### src/rtl/shift_reg_univ.sv
// shift_reg_univ
//   WIDTH-bit universal register: hold, parallel load, logical shift left/right,
//   rotate left/right and arithmetic shift right. A start request with a
//   shift/rotate mode runs a burst of 'amount' steps, one per enabled clock,
//   reported through busy and a one-cycle done pulse.
//
// Ports
//   clk      rising-edge clock
//   reset_n  synchronous active-low reset
//   en       clock enable; low freezes q, state and burst counter
//   mode     operation select (000 hold, 001 load, 010 shl, 011 shr,
//            100 rol, 101 ror, 110 asr, 111 hold)
//   d        parallel load data
//   sin_l    serial input entering at the MSB on shr
//   sin_r    serial input entering at the LSB on shl
//   start    burst request
//   amount   burst length in positions
//   q        register contents
//   sout_l   q MSB
//   sout_r   q LSB
//   busy     burst in progress
//   done     one-cycle pulse when a burst finishes
//
// State | meaning
// IDLE  | single-step mode, waiting for a burst request
// BUSY  | burst running, one latched-mode step per enabled clock

module shift_reg_univ #(
    parameter int               WIDTH     = 8,
    parameter logic [WIDTH-1:0] RESET_VAL = {WIDTH{1'b0}},
    localparam int              AMT_W     = $clog2(WIDTH) + 1
) (
    input  logic             clk,
    input  logic             reset_n,
    input  logic             en,
    input  logic [2:0]       mode,
    input  logic [WIDTH-1:0] d,
    input  logic             sin_l,
    input  logic             sin_r,
    input  logic             start,
    input  logic [AMT_W-1:0] amount,
    output logic [WIDTH-1:0] q,
    output logic             sout_l,
    output logic             sout_r,
    output logic             busy,
    output logic             done
);

    typedef enum logic {
        IDLE = 1'b0,
        BUSY = 1'b1
    } state_t;

    state_t           state, state_nxt;
    logic [WIDTH-1:0] q_nxt;
    logic [AMT_W-1:0] cnt, cnt_nxt;
    logic [2:0]       lmode, lmode_nxt;
    logic             done_nxt;
    logic             burst_mode;

    function automatic logic [WIDTH-1:0] step_q(
        input logic [2:0]       m,
        input logic [WIDTH-1:0] cur,
        input logic [WIDTH-1:0] ld,
        input logic             sl,
        input logic             sr
    );
        logic [WIDTH-1:0] r;
        case (m)
            3'b001:  r = ld;
            3'b010:  r = {cur[WIDTH-2:0], sr};
            3'b011:  r = {sl, cur[WIDTH-1:1]};
            3'b100:  r = {cur[WIDTH-2:0], cur[WIDTH-1]};
            3'b101:  r = {cur[0], cur[WIDTH-1:1]};
            3'b110:  r = {cur[WIDTH-1], cur[WIDTH-1:1]};
            default: r = cur;
        endcase
        return r;
    endfunction

    // Only the shift/rotate modes can start a burst; hold/load/reserved
    // with start fall through to a plain single step.
    assign burst_mode = (mode >= 3'b010) && (mode <= 3'b110);

    always_comb begin
        state_nxt = state;
        q_nxt     = q;
        cnt_nxt   = cnt;
        lmode_nxt = lmode;
        done_nxt  = 1'b0;
        if (en) begin
            case (state)
                IDLE: begin
                    if (start && burst_mode) begin
                        lmode_nxt = mode;
                        cnt_nxt   = amount;
                        if (amount != '0) begin
                            state_nxt = BUSY;
                        end else begin
                            done_nxt = 1'b1;
                        end
                    end else begin
                        q_nxt = step_q(mode, q, d, sin_l, sin_r);
                    end
                end
                BUSY: begin
                    q_nxt   = step_q(lmode, q, d, sin_l, sin_r);
                    cnt_nxt = cnt - AMT_W'(1);
                    if (cnt == AMT_W'(1)) begin
                        state_nxt = IDLE;
                        done_nxt  = 1'b1;
                    end
                end
                default: state_nxt = IDLE;
            endcase
        end
    end

    // done is rewritten every edge, so a disabled edge always clears it.
    always_ff @(posedge clk) begin
        if (!reset_n) begin
            state <= IDLE;
            q     <= RESET_VAL;
            cnt   <= '0;
            lmode <= 3'b000;
            done  <= 1'b0;
        end else begin
            state <= state_nxt;
            q     <= q_nxt;
            cnt   <= cnt_nxt;
            lmode <= lmode_nxt;
            done  <= done_nxt;
        end
    end

    assign busy   = (state == BUSY);
    assign sout_l = q[WIDTH-1];
    assign sout_r = q[0];

endmodule

### config.mk
export PLATFORM = sky130hd
export DESIGN_NAME = shift_reg_univ
export DESIGN_NICKNAME = d
export VERILOG_FILES = /design/src/rtl/shift_reg_univ.sv
export SDC_FILE = /design/constraint.sdc
export NUM_CORES = 1
export LEC_CHECK = 0
export BUFFER_PORTS_ARGS = -buffer_cell sky130_fd_sc_hd__buf_2
export CORE_MARGIN = 4
export CORE_UTILIZATION = 30
export DETAILED_ROUTE_END_ITERATION = 10
export SLEW_MARGIN = 10
export SYNTH_ARGS = -nofsm -noshare
export SYNTH_HDL_FRONTEND = slang
export SYNTH_SLANG_ARGS = --single-unit
### constraint.sdc
create_clock -name clk -period 4.35 [get_ports clk]
set_input_delay 1.0875 -clock clk [delete_from_list [all_inputs] [get_ports clk]]
set_output_delay 1.0875 -clock clk [all_outputs]
set_load 0.05 [all_outputs]
==> results.ini, run 1 <==
[detailed_routing]
drc = 0
num_vias = 1953
ant_nets = 0
vias_per_cell = 5.94
routed_wl_um = 5690
wl_per_cell_um = 17.3
drtIter0Drc = 204
firstDrtPassIters = 5

[clocking]
post-cts-setup-buffers = 0
clk_latency_ps = 250
ctsResizeCount = 0
path_clk_slew_ps = 70
cts.path.max_buffers = 2
htreeDepth = 1
hold_buffers = 0
root_buffer = clkbuf_8
numCtsBuffers = 3
cts_tree = yes
cts.sinks = 17

[sta]
setup_slack_ps = 1690
slew_headroom_pct = 41.1
grt_setup_unrepaired = false
fmax_mhz = 376
period_needed_ps = 2660
period_share_pct = 61.1
finalSetupViolCount = 0
finalSetupTns_ps = 0
hold_viol = 0
drv_slew = 0
finalClockSkew_ps = 2.10
tightest_slew_ps = 882

[synthesis]
synthCells = 245
ys_seq_area_share_pct = 18.4
synth-edff-count = 0
synth.area.mux_share_pct = 5.15
synth_xor_area_share_pct = 1.42
synth_area_um2 = 1850
yosysUniqueCellTypes = 68
yosys_register_bits = 17
synth_ff_type = dfxtp_1
synthAdderAreaFrac_pct = 2.44
synth_top_family_by_area = compound AO/OA/AOI/OAI gates
synth_compound_area_share_pct = 35.1
synth_top_area_share_pct = 18.4
synth_nets = 268
yosys.area_share.simple_pct = 26.9
synth_area_leaders = dfxtp_1 (18%), o221ai_1 (4.3%), a21oi_1 (3.8%), nand2_1 (3.7%), buf_2 (3.5%)
synth_top_area_cell = dfxtp_1
syn_avg_cell_area_um2 = 7.54
synthArstFlopShare_pct = 0
yosys_warnings = 0

[worst_hold_path]
hold_class = flip-flop to flip-flop

[critical_path]
cp.arrival_ps = 2830
critPathLaunchType = input port
crit_path_max_fanout = 25
end_kind = flip-flop
worstPathRequired_ps = 4520
worstSetupPathType = input port to flip-flop

[final_layout]
fin_cells = 329
area_growth_pct = 8.19
final_cell_mix = buf_2 (32), nand2_1 (18), dfxtp_1 (17)
nNetsFinal = 278
fin_util_pct = 33.6
final_common_cell = buf_2
drive_gt1_share_pct = 21.7
final_area_um2 = 2000
antenna_cells = 0

[grt]
grt.total_usage_pct = 15.3
grt_max_degree = 28
overflow = 0
grt_pass1_wl_um = 9280
antenna_found_initial = 0
grt_pass1_vias = 1824

[pwr]
power.density_nw_per_um2 = 238
peakVddDrop_v = 0.000167
leakage_nw = 0.727

[run_status]
outcome = finished, final reports clean

[die]
num_io_pins = 33
die_area_um2 = 7480
rows = 28
die_h_um = 86.5
core_area_um2 = 5960
die_w_um = 86.5
start_util_pct = 31.0

[placement]
gp_congestion = 0.797
port_buffers = 32
dpl.cell_count = 325
pre_cts_ws_ps = 1460
placed_cell_area_um2 = 1950
dp_hpwl_um = 4080

[run]
drv_cap = 0

[per-layer routing]
layer,wire length (µm),up-vias,GRT usage (%)
met5,0,-,0
met4,84,0,2.97
met3,303,8,3.42
met2,2710,59,25.5
met1,2590,929,20.4
li1,-,957,-
[path summary, 6_finish.rpt]
check	startpoint	endpoint	slack [ps]	cells past startpoint
setup / recovery	mode[2]	q[0]	1690	6
setup reg to reg	lmode[1]	q[5]	2230	5
hold / removal	cnt[3]	cnt[3]	490	2
hold reg to reg	cnt[3]	cnt[3]	490	2
[cell families after synthesis]
family,count (synthesis)
mux,9
xor+xnor,3
flops,17
compound gates,87
buf+inv,38
fa+ha+maj,4
simple gates,87
[metrics by stage]
step | power [mW] | hold slack, ps
6_report | 0.476 | 486
2_1_floorplan | 0.320 | 451
3_3_place_gp | 0.359 | 480
4_1_cts | 0.480 | 486
3_5_place_dp | 0.360 | 475
5_1_grt | 0.509 | 522
[worst max-delay path: stages]
cell	delay, ps
buf_2	230
nor2_1	650
or3_4	290
o211a_2	260
nand2_2	80
o31ai_2	230
[area by class of cell]
cell class / count / area [µm²]
fillers: 678 / 3960
multi-input cells: 190 / 1310
flip-flops and latches: 17 / 340
repair buffers: 33 / 168
well taps: 75 / 93.8
clock buffers: 3 / 41.3
inverters: 10 / 37.5
clock inverters: 1 / 5.00
[power by group]
group	leakage, nW	switching (mW)	internal, mW	total (mW)
clock	0.0255	0.0546	0.0635	0.118
sequential	0.139	0.0222	0.165	0.187
combinational	0.563	0.109	0.0627	0.171
total	0.727	0.185	0.291	0.476
[cell usage after synthesis, types with 3 or more instances]
cell type and n:
a211oi_1 4, a21oi_1 14, a221o_1 5, a22o_1 3
a31oi_1 8, and3_1 3, buf_2 13, buf_4 5
clkbuf_1 6, dfxtp_1 17, inv_1 10, mux2_2 3
mux2i_1 5, nand2_1 18, nand2b_1 4, nand3_1 12
nand4_1 4, nor2_1 15, nor3_1 6, nor3b_1 3
nor4bb_1 3, o2111ai_1 4, o211ai_1 5, o21ai_0 11
o21ai_1 4, o221ai_1 9, o22ai_1 3
[registers in the layout (all words and copies together), names as in the netlist]
name   count
done       1
busy       1
q          8
lmode      3
cnt        4
No activity file was read; power rests on OpenSTA's default activity.
==> run 2: changes to the inputs <==
==> constraint.sdc (replaced) <==
create_clock -name clk -period 2.4 [get_ports clk]
set_input_delay 0.6 -clock clk [delete_from_list [all_inputs] [get_ports clk]]
set_output_delay 0.6 -clock clk [all_outputs]
set_load 0.05 [all_outputs]
==> run 2 against run 1 <==
  * Sequential share of layout area is 0.69 points lower
  * Worst hold slack better by 9.0 ps
  * Sequential cell count stayed put
  * Final cell count is 3.3% higher
  * First-iteration DRC count is 14% lower
  * Combinational power is 91% higher
  * Non-clock buffer count is 11 higher
  * Highest routed layer unchanged
  * Sequential power is 80% higher
  * Core utilization is 1.4 points higher
  * Largest cell class unchanged
  * Total power is 89% higher
  * Worst setup slack worse by 1200 ps
  * Register-to-register slack worse by 1700 ps
==> results.ini, run 2 (synthesized netlist as in run 1, its figures left out) <==
[critical_path]
critical_path.cell_chain = nand2_1 -> mux2_2 -> o2111ai_1 -> nand3_1 -> a21oi_1
crit_slowest_cell = dfxtp_1
ff2ff_path_depth = 5  ; unchanged
critPathLaunchType = flip-flop
path_delay_family = flip-flops
cp.arrival_ps = 2080  ; -750 ps
end_kind = flip-flop
critical_path_buf_inv_count = 0  ; -1
worstPathRequired_ps = 2590  ; -1930 ps
crit_path_max_fanout = 17  ; -32%
r2r_end = q[6]
worstSetupPathType = flip-flop to flip-flop
reg2reg_from = lmode[1]
critPathMaxStageDelay_ps = 720  ; +70 ps
rrSetupSlack_ps = 510  ; -1720 ps

[sta]
finalSetupViolCount = 0  ; unchanged
finalSetupTns_ps = 0  ; unchanged
period_share_pct = 78.8
tightest_slew_ps = 631  ; -251 ps
setup_slack_ps = 510  ; -1180 ps
slew_headroom_pct = 57.9  ; +17 points
finalClockSkew_ps = 5.93  ; +3.83 ps
grt_setup_unrepaired = false
fmax_mhz = 529
hold_viol = 0  ; unchanged
period_needed_ps = 1890
drv_slew = 0  ; unchanged

[placement]
gp_congestion = 0.840  ; +5.4%
dp_hpwl_um = 4280  ; +4.8%
pre_cts_ws_ps = 273  ; -1190 ps
port_buffers = 32  ; unchanged

[clocking]
root_buffer = clkbuf_8
cts.path.max_buffers = 2  ; unchanged
path_clk_slew_ps = 70  ; about the same
post-cts-setup-buffers = 0  ; unchanged
htreeDepth = 1  ; unchanged
numCtsBuffers = 3  ; unchanged
cts.sinks = 17  ; unchanged
cts_tree = yes
hold_buffers = 0  ; unchanged
ctsResizeCount = 0  ; unchanged
clk_latency_ps = 260  ; about the same

[final_layout]
nNetsFinal = 289  ; +4.0%
top_register = q
drive_gt1_share_pct = 24.9  ; +3.3 points
largest_reg_flops = 8  ; unchanged
final_cell_mix = buf_2 (32), nand2_1 (18), dfxtp_1 (17)
antenna_cells = 0  ; unchanged
fin_util_pct = 35.0  ; +1.4 points
final_common_cell = buf_2
largestRegisters = q: 8 flops, cnt: 4 flops, lmode: 3 flops
area_growth_pct = 12.8

[grt]
grt.total_usage_pct = 16.3  ; +1.0 points
grt_pass1_wl_um = 9760  ; +5.2%
overflow = 0  ; unchanged
grt_pass1_vias = 1993  ; +9.3%
grt_max_degree = 22  ; -21%
antenna_found_initial = 0  ; unchanged

[detailed_routing]
routed_wl_um = 5810  ; +2.2%
num_vias = 2067  ; +5.8%
ant_nets = 0  ; unchanged
drc = 0  ; unchanged
drtIter0Drc = 175  ; -14%
firstDrtPassIters = 5  ; unchanged
wl_per_cell_um = 17.1  ; -1.1%
vias_per_cell = 6.08  ; +2.4%

[die]
rows = 28  ; unchanged
die_h_um = 86.5  ; unchanged
die_area_um2 = 7480  ; unchanged
core_area_um2 = 5960  ; unchanged
start_util_pct = 31.0  ; unchanged
num_io_pins = 33  ; unchanged
die_w_um = 86.5  ; unchanged

[pwr]
power.density_nw_per_um2 = 431  ; +81%
power.net_switching_uw = 358  ; +93%
p_comb_share_pct = 36.3  ; +0.4 points
swShare_pct = 39.8  ; +0.92 points
leakage_nw = 0.779  ; +7.2%
pwr-share-seq_pct = 37.4  ; -1.9 points
power_uw = 899  ; +89%
pwr-share-clk_pct = 26.3  ; +1.5 points
cell_internal_pwr_uw = 541  ; +86%
peakVddDrop_v = 0.000310  ; +85%

[worst_hold_path]
hold_depth = 2  ; unchanged
whs_endpoint = cnt[3]
hp-start = cnt[3]
hold_class = flip-flop to flip-flop

[run_status]
outcome = finished, final reports clean

[run]
drv_cap = 0  ; unchanged

-- run 2: power by group through the flow --
stage          Sequential, mW  Clock (mW)  Combinational (mW)
3_5_place_dp            0.342           0               0.323
4_1_cts                 0.336       0.242               0.324
5_1_grt                 0.341       0.249               0.359
6_report                0.337       0.236               0.326
2_1_floorplan           0.351           0               0.230
3_3_place_gp            0.343           0               0.323
-- run 2: worst min-delay path: stages, from the launching register on --
cell     delay, ps
dfxtp_1        330
nand2_1         60
o32ai_1         50
-- run 2: worst max path at each step --
stage	startpoint	end	depth (start not counted)
floorplan	busy	q[0]	6
detailed placement	mode[2]	q[0]	6
finish	lmode[1]	q[6]	5
global route	lmode[1]	q[2]	5
global placement	mode[2]	q[0]	6
CTS	lmode[1]	q[6]	5
-- run 2: area by class of cell --
class	instances	area [µm²]
sequential	17	340
inverter	10	37.5
multi-input combinational	190	1310
clock inverter	1	7.51
tap	75	93.8
fill	640	3870
clock buffer	3	41.3
timing repair buffer	44	250
-- run 2: through the flow --
step           cell area (µm²)  hold slack (ps)  std cells
3_5_place_dp              2040              480        336
2_1_floorplan             1850              451        245
6_report                  2080              495        340
3_3_place_gp              2040              474        336
4_1_cts                   2080              491        340
5_1_grt                   2080              502        340
-- run 2: per-layer routing --
layer | up-vias | routed length (µm) | global-route usage [%]
met1 | 950 | 2410 | 20.5
met4 | 0 | 150 | 5.67
met2 | 114 | 2750 | 27.5
met5 | - | 0 | 0
li1 | 985 | - | -
met3 | 18 | 496 | 3.42
==> run 3: changes to the inputs <==
--- a/config.mk
+++ b/config.mk
@@ -5,6 +5,7 @@
 export SDC_FILE = /design/constraint.sdc
 export NUM_CORES = 1
 export LEC_CHECK = 0
+export ABC_AREA = 1
 export BUFFER_PORTS_ARGS = -buffer_cell sky130_fd_sc_hd__buf_2
 export CORE_MARGIN = 4
 export CORE_UTILIZATION = 30
==> constraint.sdc (replaced) <==
create_clock -name clk -period 1.8 [get_ports clk]
set_input_delay 0.45 -clock clk [delete_from_list [all_inputs] [get_ports clk]]
set_output_delay 0.45 -clock clk [all_outputs]
set_load 0.05 [all_outputs]
==> run 3 against run 2 <==
  * Design area fell by 20%
  * Critical path type is now flip-flop to output port
  * Sequential power rose by 31%
  * Global-route usage fell by 2.4 points
  * Highest routed layer unchanged
  * Register-to-register slack got worse by 170 ps
  * Sequential share of layout area rose by 4.0 points
==> results.ini, run 3 <==
[run_status]
outcome = finished, final reports clean

[final_layout]
area_growth_pct = 16.0
final_common_cell = nand2_1
fill_cells = 495  ; -23%
antenna_cells = 0  ; unchanged
final_cell_mix = nand2_1 (57), nand3_1 (42), buf_2 (32)
top_register = q
drive_gt1_share_pct = 23.1  ; -1.8 points
largest_reg_flops = 8  ; unchanged
largestRegisters = q: 8 flops, cnt: 4 flops, lmode: 3 flops
fin_util_pct = 37.2  ; +2.2 points
nNetsFinal = 288  ; -0.35%

[clocking]
ctsResizeCount = 0  ; unchanged
cts.sinks = 17  ; unchanged
post-cts-setup-buffers = 0  ; unchanged
hold_buffers = 0  ; unchanged
root_buffer = clkbuf_8
numCtsBuffers = 3  ; unchanged
path_clk_slew_ps = 70  ; about the same
clk_latency_ps = 260  ; about the same
cts_tree = yes
htreeDepth = 1  ; unchanged
cts.path.max_buffers = 2  ; unchanged

[detailed_routing]
num_vias = 1637  ; -21%
firstDrtPassIters = 5  ; unchanged
vias_per_cell = 5.18  ; -15%
wl_per_cell_um = 13.1  ; -23%
drtIter0Drc = 285  ; +63%
ant_nets = 0  ; unchanged
drc = 0  ; unchanged
routed_wl_um = 4140  ; -29%

[pwr]
power.density_nw_per_um2 = 665  ; +54%
pwr-share-clk_pct = 27.3  ; +1.0 points
cell_internal_pwr_uw = 674  ; +25%
power.net_switching_uw = 440  ; +23%
pwr-share-seq_pct = 39.6  ; +2.2 points
swShare_pct = 39.5  ; -0.31 points
peakVddDrop_v = 0.000299  ; -3.4%
leakage_nw = 0.752  ; -3.5%
p_comb_share_pct = 33.2  ; -3.1 points

[critical_path]
crit_path_max_fanout = 22  ; +5
cp.arrival_ps = 1160  ; -920 ps
rrSetupSlack_ps = 340  ; -170 ps
critPathLaunchType = flip-flop
end_kind = output port
worstSetupPathType = flip-flop to output port
worstPathRequired_ps = 1350  ; -1240 ps

[synthesis]
yosysUniqueCellTypes = 28  ; -59%
synth_area_leaders = dfxtp_1 (24%), nand2_1 (15%), nand3_1 (15%), a21oi_1 (7.6%), o21ai_0 (6.6%)
synth_ff_type = dfxtp_1
ys_seq_area_share_pct = 23.6  ; +5.2 points
synth_top_area_share_pct = 23.6  ; +5.2 points
synth_nets = 258  ; -3.7%
syn_avg_cell_area_um2 = 6.14  ; -19%
synthArstFlopShare_pct = 0  ; unchanged
yosys_register_bits = 17  ; unchanged
synthCells = 235  ; -4.1%
yosys_warnings = 0  ; unchanged
synth_area_um2 = 1440  ; -22%
synth_top_area_cell = dfxtp_1
synth.most_common_cell = nand2_1
synth-edff-count = 0  ; unchanged
ys_top_cells_by_count = nand2_1 (57), nand3_1 (42), a21oi_1 (22)

[sta]
slew_headroom_pct = 75.0  ; +17 points
drv_slew = 0  ; unchanged
period_needed_ps = 1610
finalClockSkew_ps = 6.05  ; +0.128 ps
fmax_mhz = 623
grt_setup_unrepaired = false
hold_viol = 0  ; unchanged
finalSetupViolCount = 0  ; unchanged
finalSetupTns_ps = 0  ; unchanged
period_share_pct = 89.2
tightest_slew_ps = 375  ; -256 ps

[die]
die_h_um = 77.3  ; -11%
num_io_pins = 33  ; unchanged
start_util_pct = 32.0  ; +1.0 points
rows = 24  ; -14%
die_area_um2 = 5980  ; -20%
core_area_um2 = 4500  ; -24%
die_w_um = 77.3  ; -11%

[placement]
dp_hpwl_um = 3150  ; -26%
port_buffers = 32  ; unchanged
gp_congestion = 0.899  ; +7.1%

[grt]
antenna_found_initial = 0  ; unchanged
grt_max_degree = 23  ; +4.5%
overflow = 0  ; unchanged
grt.total_usage_pct = 13.9  ; -2.4 points
grt_pass1_vias = 1459  ; -27%
grt_pass1_wl_um = 6920  ; -29%

[run]
drv_cap = 0  ; unchanged

[worst_hold_path]
hold_class = input port to flip-flop

==> run 3: cell types whose count changed after synthesis, moves of 6 or more <==
cell      before  now
a21oi_1       14   22
a31oi_1        8    0
buf_2         13    4
clkbuf_1       6    0
nand2_1       18   57
nand2_2        1    8
nand3_1       12   42
o21ai_0       11   19
o221ai_1       9    0
==> run 3: metrics by stage <==
step                hold WS [ps]  area, µm²  power, mW  instances  worst slack, ps
floorplan                    470       1440      0.721        235              210
global placement             515       1630      0.821        312              265
detailed placement           511       1630      0.819        312              239
CTS                          441       1670       1.12        316              180
global route                 459       1670       1.19        316              130
finish                       452       1670       1.11        316              195
==> run 3: power groups by stage <==
stage	clock network [mW]	logic [mW]	registers, mW
detailed placement	0	0.370	0.449
floorplan	0	0.238	0.483
global route	0.329	0.414	0.445
CTS	0.313	0.371	0.440
global placement	0	0.371	0.450
finish	0.304	0.369	0.441
==> run 3: path summary, 6_finish.rpt <==
check        startpoint      to  cells past startpoint
min           amount[2]  cnt[2]                      3
max reg2reg    lmode[0]    q[4]                      7
max                busy    busy                      2
min reg2reg      cnt[1]  cnt[1]                      2
==> run 3: layout make-up <==
| cell class | count | area, µm² | share of cell area, % |
|---|---|---|---|
| well taps | 52 | 65.1 | 3.89 |
| clock buffers | 3 | 41.3 | 2.47 |
| repair buffers | 33 | 168 | 10.0 |
| flip-flops and latches | 17 | 340 | 20.3 |
| inverters | 20 | 75.1 | 4.48 |
| clock inverters | 1 | 7.51 | 0.448 |
| multi-input cells | 190 | 977 | 58.4 |
==> run 3: cell families (layout without fill, tap and decap cells) <==
logic type	count (synthesis)	count (layout)	share of synthesized area (%)
and+or+nand+nor	139	139	48.1
DFF	17	17	23.6
buffers and inverters	28	57	8.67
xor gates and xnor gates	1	1	0.607
adders and majority gates	2	2	1.73
AOI/OAI and AO/OA	48	48	17.3
==> run 3: routing by layer <==
metal | track usage, % | up-vias | share of wire (%)
li1 | - | 848 | -
met1 | 18.5 | 738 | 46
met2 | 23.1 | 47 | 48
met3 | 3.13 | 4 | 4.9
met4 | 3.02 | 0 | 0.82
met5 | 0 | - | 0
==> run 3: critical path, stage by stage, from the launching register on <==
cell     delay [ps]
dfxtp_1         330
buf_4           250
buf_2           310
